**config.mk**
```make
export PLATFORM = sky130hd
export DESIGN_NAME = matvec_accel_nxn
export DESIGN_NICKNAME = d
export VERILOG_FILES = /design/src/rtl/matvec_pkg.sv /design/src/rtl/matvec_accel_nxn_row_mac.sv /design/src/rtl/matvec_accel_nxn.sv
export SDC_FILE = /design/constraint.sdc
export NUM_CORES = 1
export LEC_CHECK = 0
export BUFFER_PORTS_ARGS = -buffer_cell sky130_fd_sc_hd__buf_2
export CORE_ASPECT_RATIO = 0.9
export CORE_MARGIN = 2
export CORE_UTILIZATION = 40
export DETAILED_ROUTE_END_ITERATION = 16
export HOLD_SLACK_MARGIN = 0.15
export SLEW_MARGIN = 0
export SYNTH_ARGS = -nofsm -noshare
export SYNTH_HDL_FRONTEND = slang
export SYNTH_SLANG_ARGS = --single-unit
```
**constraint.sdc**
```tcl
create_clock -name clk -period 21.4 [get_ports clk]
set_input_delay 4.28 -clock clk [delete_from_list [all_inputs] [get_ports clk]]
set_output_delay 4.28 -clock clk [all_outputs]
set_load 0.05 [all_outputs]
```
**src/rtl/matvec_pkg.sv**
```systemverilog
// matvec_pkg: shared definitions for the NxN matrix-vector accelerator.
//   - FSM state encodings
//   - accumulator width derivation
//   - output saturation bounds, expressed in a 64-bit signed compare domain
package matvec_pkg;

   localparam logic [1:0] ST_IDLE    = 2'd0;
   localparam logic [1:0] ST_COMPUTE = 2'd1;
   localparam logic [1:0] ST_WRITE   = 2'd2;
   localparam logic [1:0] ST_DONE    = 2'd3;

   // N full-width products summed never exceed 2*DW + clog2(N) bits
   function automatic int acc_w(input int n, input int dw);
      return 2 * dw + $clog2(n);
   endfunction

   function automatic logic signed [63:0] sat_umax(input int out_w);
      return (64'sd1 <<< out_w) - 64'sd1;
   endfunction

   function automatic logic signed [63:0] sat_smax(input int out_w);
      return (64'sd1 <<< (out_w - 1)) - 64'sd1;
   endfunction

   function automatic logic signed [63:0] sat_smin(input int out_w);
      return -(64'sd1 <<< (out_w - 1));
   endfunction

endpackage

```
**src/rtl/matvec_accel_nxn_row_mac.sv**
```systemverilog
// matvec_row_mac: one row's multiply-accumulate lane.
//   clk, reset_n    : clock, async active-low reset
//   clr             : synchronous accumulator clear (takes priority over en)
//   en              : add a*x into the accumulator this edge
//   signed_mode     : 1 = operands are two's complement, 0 = unsigned
//   a, x            : DW-bit operands
//   acc             : ACC_W-bit running sum
module matvec_row_mac #(
   parameter int DW    = 8,
   parameter int ACC_W = 18
) (
   input  logic             clk,
   input  logic             reset_n,
   input  logic             clr,
   input  logic             en,
   input  logic             signed_mode,
   input  logic [DW-1:0]    a,
   input  logic [DW-1:0]    x,
   output logic [ACC_W-1:0] acc
);

   logic signed [2*DW-1:0] prod_s;
   logic        [2*DW-1:0] prod_u;
   logic        [ACC_W-1:0] prod_ext;

   // Operands are pre-extended to 2*DW so the product is exact in that width
   assign prod_s = $signed({{DW{a[DW-1]}}, a}) * $signed({{DW{x[DW-1]}}, x});
   assign prod_u = {{DW{1'b0}}, a} * {{DW{1'b0}}, x};

   always_comb begin
      if (signed_mode) prod_ext = ACC_W'(prod_s);
      else             prod_ext = ACC_W'(prod_u);
   end

   always_ff @(posedge clk or negedge reset_n) begin
      if (!reset_n)  acc <= '0;
      else if (clr)  acc <= '0;
      else if (en)   acc <= acc + prod_ext;
   end

endmodule

```
**src/rtl/matvec_accel_nxn.sv**
```systemverilog
// matvec_accel_nxn: NxN matrix times N-vector, one column per cycle with
// N parallel row MACs, optional ReLU and saturation to OUT_W.
//   clk, reset_n  : clock, async active-low reset
//   start         : launch request, only honoured in IDLE
//   signed_mode   : two's complement operands/outputs when 1 (captured)
//   relu_en       : clamp negative results to 0 in signed mode (captured)
//   a_flat        : row-major matrix, A[i][j] at [(i*N+j)*DW +: DW]
//   x_flat        : vector, x[j] at [j*DW +: DW]
//   y_flat        : registered results, y[i] at [i*OUT_W +: OUT_W]
//   busy          : high outside IDLE
//   done          : one-cycle pulse in the cycle y_flat first shows a result
//   sat_flag      : per-row, result was clamped to the OUT_W range
module matvec_accel_nxn
   import matvec_pkg::*;
#(
   parameter int N     = 3,
   parameter int DW    = 8,
   parameter int OUT_W = 16
) (
   input  logic                clk,
   input  logic                reset_n,
   input  logic                start,
   input  logic                signed_mode,
   input  logic                relu_en,
   input  logic [N*N*DW-1:0]   a_flat,
   input  logic [N*DW-1:0]     x_flat,
   output logic [N*OUT_W-1:0]  y_flat,
   output logic                busy,
   output logic                done,
   output logic [N-1:0]        sat_flag
);

   localparam int ACC_W = acc_w(N, DW);
   localparam int CW    = $clog2(N);
   localparam logic [CW-1:0] COL_LAST = CW'(N - 1);

   localparam logic signed [63:0] U_MAX = sat_umax(OUT_W);
   localparam logic signed [63:0] S_MAX = sat_smax(OUT_W);
   localparam logic signed [63:0] S_MIN = sat_smin(OUT_W);

   logic [1:0]                    state;
   logic [CW-1:0]                 col;
   logic [N*N*DW-1:0]             a_q;
   logic [N*DW-1:0]               x_q;
   logic                          mode_q;
   logic                          relu_q;
   logic [N-1:0][ACC_W-1:0]       acc;
   logic [N-1:0][OUT_W-1:0]       y_q;
   logic [N-1:0][OUT_W-1:0]       y_nxt;
   logic [N-1:0]                  sat_q;
   logic [N-1:0]                  sat_nxt;
   logic [DW-1:0]                 x_col;
   logic                          take;
   logic                          mac_en;

   assign take   = (state == ST_IDLE) && start;
   assign mac_en = (state == ST_COMPUTE);
   assign busy   = (state != ST_IDLE);
   assign done   = (state == ST_DONE);
   assign y_flat   = y_q;
   assign sat_flag = sat_q;

   // Control and operand capture. Starts outside IDLE fall through untouched.
   always_ff @(posedge clk or negedge reset_n) begin
      if (!reset_n) begin
         state  <= ST_IDLE;
         col    <= '0;
         a_q    <= '0;
         x_q    <= '0;
         mode_q <= 1'b0;
         relu_q <= 1'b0;
      end else begin
         case (state)
            ST_IDLE: begin
               if (start) begin
                  state  <= ST_COMPUTE;
                  col    <= '0;
                  a_q    <= a_flat;
                  x_q    <= x_flat;
                  mode_q <= signed_mode;
                  relu_q <= relu_en;
               end
            end
            ST_COMPUTE: begin
               if (col == COL_LAST) begin
                  state <= ST_WRITE;
                  col   <= '0;
               end else begin
                  col <= col + CW'(1);
               end
            end
            ST_WRITE: state <= ST_DONE;
            default:  state <= ST_IDLE;
         endcase
      end
   end

   assign x_col = x_q[int'(col)*DW +: DW];

   for (genvar i = 0; i < N; i++) begin : g_row
      logic [DW-1:0]          a_col;
      logic signed [63:0]     v;
      logic [OUT_W-1:0]       y_row;
      logic                   sat_row;

      assign a_col = a_q[(i*N + int'(col))*DW +: DW];

      matvec_row_mac #(
         .DW    (DW),
         .ACC_W (ACC_W)
      ) u_mac (
         .clk         (clk),
         .reset_n     (reset_n),
         .clr         (take),
         .en          (mac_en),
         .signed_mode (mode_q),
         .a           (a_col),
         .x           (x_col),
         .acc         (acc[i])
      );

      // ReLU first, then clamp; ReLU zeroing alone never raises sat
      always_comb begin
         sat_row = 1'b0;
         if (mode_q) v = 64'($signed(acc[i]));
         else        v = 64'(acc[i]);
         if (mode_q && relu_q && (v < 64'sd0)) v = 64'sd0;
         if (mode_q) begin
            if (v > S_MAX) begin
               v = S_MAX;
               sat_row = 1'b1;
            end else if (v < S_MIN) begin
               v = S_MIN;
               sat_row = 1'b1;
            end
         end else if (v > U_MAX) begin
            v = U_MAX;
            sat_row = 1'b1;
         end
         y_row = v[OUT_W-1:0];
      end

      assign y_nxt[i]   = y_row;
      assign sat_nxt[i] = sat_row;
   end

   always_ff @(posedge clk or negedge reset_n) begin
      if (!reset_n) begin
         y_q   <= '0;
         sat_q <= '0;
      end else if (state == ST_WRITE) begin
         y_q   <= y_nxt;
         sat_q <= sat_nxt;
      end
   end

endmodule

```
# Word level (Yosys, flattened, before mapping)
# Index checks and enable logic that the tools add are counted.
# word_totals
ff_bits	207
input_bits	101
output_inout_bits	53
wordCells	104
# op_classes
add_sub_neg	6
mul	6
magnitude_cmp	12
eq_ne	6
shifts	4
n_mux	45
reduce_logical	12
# ops
operator	count
$mux 64	6
$gt 64x16->1 const B	3
$gt 64x17->1 const B	3
$lt 64x1->1 const B	3
$lt 64x16->1 const B	3
$mux 16	12
$mux 18	9
$mul 8x8->16	6
$shiftx 72x6->8	1
$shiftx 72x7->8	1
$shiftx 72x8->8	1
$add 18x18->18	3
$shiftx 24x6->8	1
$mux 1	12
$mux 2	4
$eq 2x2->1 const B	3
$pmux 2 s3	1
$reduce_and 2->1	3
$reduce_bool 2->1	3
$logic_and 1x1->1	5
$add 3x2->4 const A	1
$ne 2x2->1 const B	2
$pmux 2 s2	1
$add 2x2->3 const A	1
3 further kinds	3

# Logic depth before layout (Yosys ltp)
# logic_depth
word_depth	8
ltp_mapped	36
depth_no_buf	33

# Cells and area by module
# From an unflattened synthesis, not the netlist that was laid out.
# hier_totals
cells_unflattened	2486
hier_area_um2	24080.6
# modules_own_cells
mod	n_inst	cells_each	area_each_um2	seq_area_each_um2
matvec_accel_nxn	1	462	6736.5	3828.7
matvec_row_mac (g_row[1].u_mac)	1	679	5809.3	450.4
matvec_row_mac (g_row[2].u_mac)	1	676	5783.0	450.4
matvec_row_mac (g_row[0].u_mac)	1	669	5751.8	450.4

# Least setup slack after synthesis
# OpenSTA, ideal clock, no wires.
# synth_path
path_kind	register -> register
from	register col[1]
to	register g_row[2].u_mac.acc[17]
t_arrival_ns	7.133
t_required_ns	21.280
setup_slack_ns	14.147
path_stages_with_launch	35
path_buffers	3
path_cell_list	dfrtp_1 > clkbuf_1 > buf_2 > mux2i_1 > nor2_1 > a21oi_1 > clkbuf_1 > nor2_1 > fa_1 > inv_1 > fa_1 > inv_1 > fa_1 > inv_1 > fa_1 > inv_1 > ha_1 > a21o_1 > nand2_1 > nand2_1 > o21ai_0 > nand2b_1 > a21oi_1 > xnor2_1 > nand2_1 > o21ai_0 > ha_1 > and3_1 > a311oi_1 > o31ai_1 > and3_1 > o22ai_1 > xnor2_1 > a211oi_1 > a31o_1
# synth_via
elab_chain_len	7
# synth_lines
item	line_no	text
from (decl)	matvec_accel_nxn.sv:42	logic [CW-1:0] col;
from (signal assigned)	matvec_accel_nxn.sv:89	col <= col + CW'(1);
$add 3x2->4	matvec_accel_nxn.sv:106	assign a_col = a_q[(i*N + int'(col))*DW +: DW];
$shiftx 72x8->8	matvec_accel_nxn.sv:106	
$mul 8x8->16, on equally long branches	matvec_accel_nxn_row_mac.sv:28, matvec_accel_nxn_row_mac.sv:27	
$mux 18 (*)	matvec_accel_nxn_row_mac.sv:31	if (signed_mode) prod_ext = ACC_W'(prod_s);
$add 18x18->18 (*)	matvec_accel_nxn_row_mac.sv:38	else if (en) acc <= acc + prod_ext;
$mux 18 (*)	matvec_accel_nxn_row_mac.sv:38	
$mux 18 (*)	matvec_accel_nxn_row_mac.sv:37	else if (clr) acc <= '0;
to (signal assigned)	matvec_accel_nxn_row_mac.sv:38	
to (decl)	matvec_accel_nxn_row_mac.sv:19	output logic [ACC_W-1:0] acc
# Every way passes the cells marked *; elsewhere a longest branch is shown, timed or not. The select of a mux whose other input is x is not followed.
# A chain may end at the register's enable or synchronous reset.

# Final worst setup path
# layout_path
from	register col[1]
to	register g_row[0].u_mac.acc[17]
# layout_via
elab_chain_len	6
# layout_lines
item	line_no
$shiftx 72x6->8 / $shiftx 24x6->8 (equally long branches)	matvec_accel_nxn.sv:106, matvec_accel_nxn.sv:98
$mul 8x8->16, on equally long branches	matvec_accel_nxn_row_mac.sv:28, matvec_accel_nxn_row_mac.sv:27
$mux 18 (*)	matvec_accel_nxn_row_mac.sv:31
$add 18x18->18 (*)	matvec_accel_nxn_row_mac.sv:38
$mux 18 (*)	matvec_accel_nxn_row_mac.sv:38
$mux 18 (*)	matvec_accel_nxn_row_mac.sv:37
to (signal assigned)	matvec_accel_nxn_row_mac.sv:38
to (decl)	matvec_accel_nxn_row_mac.sv:19
# Marks and branches as above.

==> impl_metrics.toml <==
[critical_path]
worst-setup-path-type = "flop to flop"
worst_ep_required_time_ps = 21880
max_fo_critical_path = 44
cp-start-kind = "flop"
crit-reg2reg-capture = "g_row[0].u_mac.acc[17]$_DFFE_PN0P_"
reg2reg_slack_ps = 12760
ff2ff_path_depth = 32
critical_path.max_stage_delay_ps = 840
r2r-start = "col[1]$_DFFE_PN0P_"
slowest_library_cell_on_the_worst_path = "sky130_fd_sc_hd__nor2_2"
critPathCaptureType = "flop"
worstPathArrival_ps = 9130

[clock_tree]
post-cts-setup-buffers = 0
cts.repair.resized = 0
clock_sink_count = 207
clock-root-buffer = "sky130_fd_sc_hd__clkbuf_16"
cts-htree-levels = 1
clk_pin_slew_worst_paths_ps = 60
number_of_buffers_on_the_longest_clock_path = 3
cts_buffers = 24
cts_hold_fix_bufs = 0
cts_tree = "done"
clk-insertion-delay-late_ps = 570

[cells_and_area]
finalNetCount = 3435
post-route-cell-area_um2 = 26100
synthToLayoutAreaGrowth_pct = 10.5
layout.cells.most_common = "sky130_fd_sc_hd__inv_1"
layout.cells.most_common_list = "504 x sky130_fd_sc_hd__inv_1, 431 x sky130_fd_sc_hd__nand2_1, 258 x sky130_fd_sc_hd__fa_1"
layout.core_utilization_pct = 44.7
drive_gt1_share_pct = 9.63
antennaDiodeCount = 0

[yosys]
syn_area_um2 = 23600
postSynthNetCount = 3325
avgSynthCellArea_um2 = 8.62
synth.yosys.warnings = 0
synth.ff_latch_count = 207
ys_async_sr_fraction_pct = 100
synth_seq_area_share_pct = 22.0
synth_flop_cell = "sky130_fd_sc_hd__dfrtp_1"
synth_cell_type_count = 71
number_of_synthesized_flops_with_an_enable_pin = 0
post_synth_inst_count = 2737

[global_route]
grt_start_max_net_pins = 100
number_of_global_route_vias_before_repair = 19018
grt_first_pass_wirelength_um = 102000
groute.usage.overall_pct = 21.1
grt_overflow = 0
antenna_found_initial = 1

[placed_design]
port_buffers = 153
placedInstanceArea_um2 = 25200
place.gp.congestion = 0.895
dp_worst_setup_slack_ps = 12880
dp.final_hpwl_um = 51200

[drt]
antenna_left = 0
route.met3.wl_um = 3030
route.met2.wl_um = 29600
highest_layer = "met4"
routedLengthMet1_um = 29100
finalWirelength_um = 63000
dr_total_vias = 18496
drcViolationCount = 0
drt-wirelength-per-cell_um = 17.3
dr.pass1.iters = 6
detailedRoute.firstIterationViolations = 1028
viasPerCell = 5.08

[floorplan]
floorplan.io_pins = 154
num_rows = 84
core-area_um2 = 58300
fp.dieH_um = 234
dieArea_um2 = 61000
initial_utilization_pct = 40.5
dieWidth_um = 260

[timing]
final.setup_skew_ps = 10.6
clock.fmax_ghz = 0.116
setup_violations = 0
timing.slew.headroom_pct = 19.2
tightestPinTransition_ps = 1210
finalSetupTns_ps = 0
slew_viol_final = 0
final_hold_viol_count = 0
timing.final.crit_share_pct = 40.4
rsz0062_at_grt = "false"
worst_slack_ps = 12760
final_period_minus_worst_setup_slack_ps = 8640

[worst_hold_path]
worstHoldPathType = "flop to flop"
hold-path-cell-count = 2
endpoint_with_the_worst_hold_slack = "a_q[40]$_DFFE_PN0P_"
worst_hold_startpoint = "a_q[40]$_DFFE_PN0P_"

[outcome]
run_status = "completed"

[flow_run]
cap_violations = 0
critical path, delay by kind of cell (launching register included):
family,cells,cell delay (ps)
buf+inv,7,1340
compound gates,12,2240
xor+xnor,1,150
simple gates,6,1550
fa+ha+maj,6,2800
flops,1,380
cells by family after synthesis:
family,after synthesis,share of synthesized area [%]
AND/OR/NAND/NOR,810,14.3
buffers and inverters,598,9.57
adder cells (fa/ha/maj),487,34.0
AO/OA/AOI/OAI,440,11.9
flip-flops,207,22.0
XOR/XNOR,117,4.37
multiplexers,78,3.83
synthesized netlist by cell type (46+ instances only):
master	n	area share, %
sky130_fd_sc_hd__clkbuf_1	77	1.2
sky130_fd_sc_hd__a21o_1	46	1.5
sky130_fd_sc_hd__inv_1	504	8.0
sky130_fd_sc_hd__o21ai_0	77	1.6
sky130_fd_sc_hd__dfrtp_1	207	22
sky130_fd_sc_hd__a21oi_1	144	3.1
sky130_fd_sc_hd__xnor2_1	81	3.0
sky130_fd_sc_hd__mux2i_1	54	2.3
sky130_fd_sc_hd__nor2_1	235	3.7
sky130_fd_sc_hd__nand2_1	432	6.9
sky130_fd_sc_hd__ha_1	229	12
sky130_fd_sc_hd__fa_1	258	22
worst max path at each step:
stage                             startpoint                            endpoint
final                     col[1]$_DFFE_PN0P_  g_row[0].u_mac.acc[17]$_DFFE_PN0P_
after global placement    col[1]$_DFFE_PN0P_  g_row[0].u_mac.acc[17]$_DFFE_PN0P_
after global routing      col[1]$_DFFE_PN0P_  g_row[0].u_mac.acc[17]$_DFFE_PN0P_
after CTS                 col[1]$_DFFE_PN0P_  g_row[0].u_mac.acc[17]$_DFFE_PN0P_
after floorplan           col[1]$_DFFE_PN0P_  g_row[2].u_mac.acc[17]$_DFFE_PN0P_
after detailed placement  col[1]$_DFFE_PN0P_  g_row[0].u_mac.acc[17]$_DFFE_PN0P_
through the flow:
| step | std cells | hold WS (ps) |
|---|---|---|
| global placement | 3595 | 453 |
| global route | 3639 | 491 |
| detailed placement | 3595 | 458 |
| floorplan | 2737 | 440 |
| finish | 3639 | 470 |
| CTS | 3639 | 472 |
layer usage:
layer  vias to the layer above  track usage (%)
li1                       8886                -
met1                      9118             29.6
met5                         -                0
met4                         0             4.29
met3                        67             2.76
met2                       425             35.1
area by class of cell:
class | count | area, µm²
fillers | 5745 | 32300
multi-input cells | 1932 | 16200
flip-flops and latches | 207 | 5180
inverters | 505 | 1900
well taps | 774 | 968
repair buffers | 177 | 956
clock buffers | 34 | 718
clock inverters | 10 | 160
flip-flops by register name, summed over array words and instances, names as in the netlist:
register / count
mode_q: 1
g_row.u_mac.acc: 54
x_q: 24
a_q: 72
relu_q: 1
y_flat: 48
sat_flag: 3
state: 2
col: 2
Power is not shown: default switching activity piles up to over one toggle a cycle in this logic, so the estimate is an artifact.
